--- config.mk ---
export PLATFORM = sky130hd
export DESIGN_NAME = io_serdes_host
export DESIGN_NICKNAME = d
export VERILOG_FILES = /design/src/rtl/io_serdes_host.sv
export SDC_FILE = /design/constraint.sdc
export NUM_CORES = 1
export LEC_CHECK = 0
export CORE_ASPECT_RATIO = 1.75
export CORE_MARGIN = 10
export CORE_UTILIZATION = 45
export DETAILED_ROUTE_END_ITERATION = 8
export PLACE_DENSITY = 0.84
export SLEW_MARGIN = 15
export SYNTH_ARGS = -nofsm -noshare
export SYNTH_HDL_FRONTEND = slang
export SYNTH_SLANG_ARGS = --single-unit
export TNS_END_PERCENT = 1
--- constraint.sdc ---
create_clock -name clk -period 5.08 [get_ports clk]
set_input_delay 1.016 -clock clk [delete_from_list [all_inputs] [get_ports clk]]
set_output_delay 1.016 -clock clk [all_outputs]
set_load 0.05 [all_outputs]
--- src/rtl/io_serdes_host.sv ---
// io_serdes_host: byte-serial operand/result initiator for io_serdes; IO_SERDES_HOST_CNT_EN builds txn_count
module io_serdes_host #(
   parameter int CALC_WAIT  = 4,
   parameter int RX_LATENCY = 1
) (
   input  logic        clk,
   input  logic        reset,
   input  logic        cmd_valid,
   output logic        cmd_ready,
   input  logic [31:0] op_a,
   input  logic [31:0] op_b,
   output logic [7:0]  bus_out,
   input  logic [7:0]  bus_in,
   output logic        start_calc,
   output logic        output_result,
   output logic        res_valid,
   input  logic        res_ready,
   output logic [31:0] res_z,
   output logic        busy,
   output logic [15:0] txn_count
);
   typedef enum logic [2:0] {IDLE, SEND, CALC, COLLECT, DONE} state_t;
   state_t      state_q, state_d;
   logic [63:0] sh_q, sh_d;
   logic [7:0]  bus_q, bus_d, cnt_q, cnt_d;
   logic [31:0] z_q, z_d;
   // state and datapath registers
   always_ff @(posedge clk or posedge reset)
      if (reset) begin
         state_q <= IDLE;
         sh_q    <= '0;
         bus_q   <= '0;
         cnt_q   <= '0;
         z_q     <= '0;
      end else begin
         state_q <= state_d;
         sh_q    <= sh_d;
         bus_q   <= bus_d;
         cnt_q   <= cnt_d;
         z_q     <= z_d;
      end
   // next-state: bus byte is pre-loaded one edge ahead so bus_out comes straight from bus_q
   always_comb begin
      state_d = state_q;
      sh_d    = sh_q;
      bus_d   = bus_q;
      cnt_d   = cnt_q;
      z_d     = z_q;
      case (state_q)
         IDLE:
            if (cmd_valid) begin
               state_d = SEND;
               sh_d    = {op_a[23:0], op_b, 8'h00};
               bus_d   = op_a[31:24];
               cnt_d   = '0;
            end
         SEND:
            if (cnt_q == 8'd7) begin
               state_d = CALC;
               bus_d   = '0;
               cnt_d   = '0;
            end else begin
               bus_d = sh_q[63:56];
               sh_d  = {sh_q[55:0], 8'h00};
               cnt_d = cnt_q + 8'd1;
            end
         CALC:
            if (cnt_q == 8'(CALC_WAIT - 1)) begin
               state_d = COLLECT;
               cnt_d   = '0;
            end else cnt_d = cnt_q + 8'd1;
         COLLECT: begin
            z_d = (cnt_q >= 8'(RX_LATENCY)) ? {z_q[23:0], bus_in} : z_q;
            if (cnt_q == 8'(RX_LATENCY + 3)) begin
               state_d = DONE;
               cnt_d   = '0;
            end else cnt_d = cnt_q + 8'd1;
         end
         DONE:    state_d = res_ready ? IDLE : DONE;
         default: state_d = IDLE;
      endcase
   end
   assign cmd_ready     = (state_q == IDLE);
   assign busy          = (state_q != IDLE);
   assign start_calc    = (state_q == CALC) || (state_q == COLLECT);
   assign output_result = (state_q == COLLECT);
   assign res_valid     = (state_q == DONE);
   assign res_z         = z_q;
   assign bus_out       = bus_q;
`ifdef IO_SERDES_HOST_CNT_EN
   logic [15:0] txn_q;
   // completed transactions, counted on DONE->IDLE
   always_ff @(posedge clk or posedge reset)
      if (reset) txn_q <= '0;
      else if (state_q == DONE && res_ready) txn_q <= txn_q + 16'd1;
   assign txn_count = txn_q;
`else
   assign txn_count = 16'h0000;
`endif
endmodule

Word level (Yosys, flattened, before mapping)
Index checks and enable logic that the tools add are counted.

Register bits: 115. Bits of input ports: 76. Logic and storage cells: 46.

$add $sub $neg: 1. $lt $le $gt $ge: 1. Equal/unequal tests: 12. Mux-type cells: 17. Reductions and logical operators: 10.

Operators by type and width (count): two-way mux 64 bit (2); case mux 64 bit (2 select lines) (1); two-way mux 8 bit (6); case mux 8 bit (4 select lines) (1); == test 8 x 3 -> 1 bit, second input constant (2); case mux 8 bit (2 select lines) (1); two-way mux 3 bit (5); case mux 3 bit (5 select lines) (1); adder 8 x 1 -> 8 bit, second input constant (1); == test 8 x 2 -> 1 bit, second input constant (1); >= comparator 8 x 1 -> 1 bit, second input constant (1); != test 2 bit, second input constant (4); == test 3 x 2 -> 1 bit, second input constant (2); AND reduction 2 bit (3); AND reduction 4 bit (1); nonzero test 4 bit (1); == test 3 x 1 -> 1 bit, second input constant (1); == test 3 bit, second input constant (1); zero test 3 bit (1); AND reduction 3 bit (1); nonzero test 3 bit (1); != test 2 x 1 -> 1 bit, second input constant (1); nonzero test 2 bit (1); logical OR 1 bit (1).

Longest topological paths before layout
Depth after elaboration: 3. Gate-level depth with buffers: 7.

Least setup slack after synthesis
OpenSTA, ideal clock, no wires.

Kind: register to output. Start: register state_q[0]. End: output busy. Data arrival time: 2377 ps. Data required time: 4064 ps. Slack: 1687 ps. Stages on the path, launching flop included: 4. Path buffers: 1. Path through: dfrtp_1 > clkbuf_1 > nor3_1 > inv_1.

Longest elaborated chain between the ends: 1.

RTL lines: start: declaration (RTL line 23) `state_t state_q, state_d;`; start signal: assignment (RTL line 36) `state_q <= state_d;`; nonzero test 3 bit (RTL line 84) `assign busy = (state_q != IDLE);`; end: declaration (RTL line 19) `output logic busy,`.

Every way passes these cells.

Final worst setup path
Start: register state_q[1]. End: output output_result.

Longest elaborated chain between the ends: 1.

RTL lines: == test 3 x 2 -> 1 bit (RTL line 86) `assign output_result = (state_q == COLLECT);`; end: declaration (RTL line 15) `output logic output_result,`.

Every way passes these cells.

==> flow_summary.ini <==
[timing]
finalMaxSlewViolations = 0
hold_viol_final = 0
slew_headroom_pct = 21.7
fin_ws_ps = 1640
rsz0062_at_grt = no
clock_skew_ps = 8.41
max_freq_mhz = 291
period_share_pct = 67.7
setup-violations-final = 0
worstMarginPinSlew_ps = 1170
period_needed_ps = 3440
holdWs_ps = 498
setup_tns_ps = 0

[logic_synthesis]
syn-cell-area_um2 = 4990
synthAdderAreaFrac_pct = 1.00
synth_seq_cells = 107
yosys.area.top_type_share_pct = 53.7
synth_edf_count = 0
synthTopCellsByArea = dfrtp_1, nand2_1, mux2_2
synthMuxAreaShare_pct = 7.65
synth_compound_area_share_pct = 11.8
synthTopCellsByCount = nand2_1, dfrtp_1, nor3_1
synth_area_per_cell_um2 = 9.71
synth_top_family_by_area = simple AND/OR/NAND/NOR gates
postSynthCellCount = 514
ys_seq_area_share_pct = 53.7
synth_top_area_cell = dfrtp_1
synth.most_common_cell = nand2_1
synth-xor-area-share_pct = 0
yosys_most_used_dff = dfrtp_1
synth-simple-area-share_pct = 18.9
yosys_warnings = 0
synth.distinct_cells = 40
postSynth.asyncResetShare_pct = 100

[clocking]
tritoncts = yes
cts_setup_buffers = 0
clock-sinks = 107
holdBufCountCts = 0
clkTransAtPathRegs_ps = 70
clk_path_buf_depth = 2
clock_latency_ps = 350
cts_buffers = 9
htree_levels = 3
cts-root-buf = clkbuf_16
post_cts_resized = 0

[global_routing]
antenna_found_initial = 0
grt_pass1_vias = 4236
grtUsageTotal_pct = 16.2
grt_pass1_wl_mm = 21.1
grt_overflow = 0
grt_max_degree = 75

[drt]
routedWlPerCell_um = 17.6
drc_errors = 0
firstDrtPassIters = 6
avgViaCountPerCell = 5.57
drtIter0Drc = 327
antenna_left = 0
via_count = 4128
wl_mm = 13.1

[min_path]
min_from = sh_q[9]
hold_path_depth = 2
hold_path_class = reg -> reg
min_to = sh_q[9]

[cells_and_area]
area_growth_pct = 28.3
nFillCells = 907
drive_gt1_share_pct = 10.1
postLayoutCellArea_um2 = 6400
fin_cells = 741
num_antenna_cells = 0
nNetsFinal = 686

[pwr]
p_sw_mw = 2.13
p_per_area_nw_per_um2 = 734
pwr-share-comb_pct = 52.5
swShare_pct = 45.3
clkPwrFrac_pct = 14.1
p_leak_nw = 2.68
ir_worst_vdd_mv = 0.621
seq_power_share_pct = 33.4
intPower_mw = 2.57

[worst_setup_path]
arrival_ps = 2430
path_class = reg -> out
timing.rr.start = state_q[0]
required_ps = 4060
r2r_cells = 5
cp-start-kind = flop
path_cells = nor2b_1 -> nand2_1 -> inv_1 -> clkdlybuf4s50_1
slowest_stage = clkdlybuf4s50_1
reg2reg_slack_ps = 2090
r2r_end = state_q[0]
path_max_fanout = 10
endpoint_kind = output port
slowest_delay_ps = 800

[floorplan]
dieArea_um2 = 15900
rows = 50
initial_core_util_pct = 46.4
die_h_um = 159
coreArea_um2 = 10800
io_pins = 137
die_w_um = 99.6

[outcome]
status = finished, final reports clean

[placed_design]
dp_hpwl_mm = 9.21
dpl_cell_area_um2 = 6120
port_buffers = 120
dpl.cell_count = 725
post-place-ws_ps = 1930
gp_congestion = 0.891

[run]
cap_violations = 0
[layer usage]
layer / share of wire (%) / track usage (%)
met1: 37 / 17.5
met4: 2.2 / 5.50
met5: 0 / 0
met3: 10 / 6.77
met2: 51 / 27.4
[registers in the layout, summed over array words and instances, names as in the netlist]
name and cells:
bus_out 8, sh_q 56, cnt_q 8, res_z 32, state_q 3
[power groups by stage]
stage	clock, mW	sequential (mW)	combinational (mW)
2_1_floorplan	0	2.06	1.31
3_3_place_gp	0	1.55	2.40
3_5_place_dp	0	1.58	2.47
4_1_cts	0.667	1.57	2.49
5_1_grt	0.707	1.62	2.67
6_report	0.661	1.57	2.46
[final cells by class]
class | count | area, µm² | area share, %
Inverter | 8 | 32.5 | 0.508
Clock buffer | 10 | 229 | 3.58
Tap cell | 130 | 163 | 2.54
Timing Repair Buffer | 122 | 1220 | 19.0
Sequential cell | 107 | 2680 | 41.8
Clock inverter | 6 | 48.8 | 0.762
Multi-Input combinational cell | 358 | 2030 | 31.8
[worst max-delay path, delay by kind of cell, from the launching register on]
kind          cells  cell delay (ps)
buf+inv           2              890
flops             1              530
simple gates      2              650
[cell families (layout without fill, tap and decap cells)]
kind of cell	Yosys count	in the layout
AO/OA/AOI/OAI	88	88
flip-flops	107	107
other	1	16
buffers and inverters	64	146
adder cells (fa/ha/maj)	4	4
AND/OR/NAND/NOR	216	216
multiplexers	34	34
[metrics by stage]
stage / power [mW] / util [%]
3_5_place_dp: 4.05 / 56.9
4_1_cts: 4.72 / 59.5
5_1_grt: 4.99 / 59.5
2_1_floorplan: 3.37 / -
3_3_place_gp: 3.95 / 56.9
6_report: 4.69 / 59.5
[cells in the final DEF, fill, tap and decap left out, drive strengths merged, types with 3 or more instances in the layout]
cell and count:
clkbuf 10, o21ai 15, a211oi 3, nor2 6
clkdlybuf4s50 120, a31oi 48, nand3 14, conb 16
inv 10, dfrtp 107, ha 4, a2bb2oi 8
mux2 33, nor3 51, a21oi 4, nand2 131
[how the worst max path moves through the flow]
| stage | start | end | slack, ps | depth (start not counted) |
|---|---|---|---|---|
| 2_1_floorplan | reset | bus_out[0] | 1250 | 1 |
| 3_3_place_gp | cmd_valid | sh_q[41] | 2060 | 4 |
| 3_5_place_dp | cmd_valid | sh_q[24] | 1930 | 4 |
| 4_1_cts | state_q[1] | output_result | 1640 | 4 |
| 5_1_grt | state_q[1] | output_result | 1560 | 4 |
| 6_report | state_q[1] | output_result | 1640 | 4 |
(Power assumes the default switching activity.)
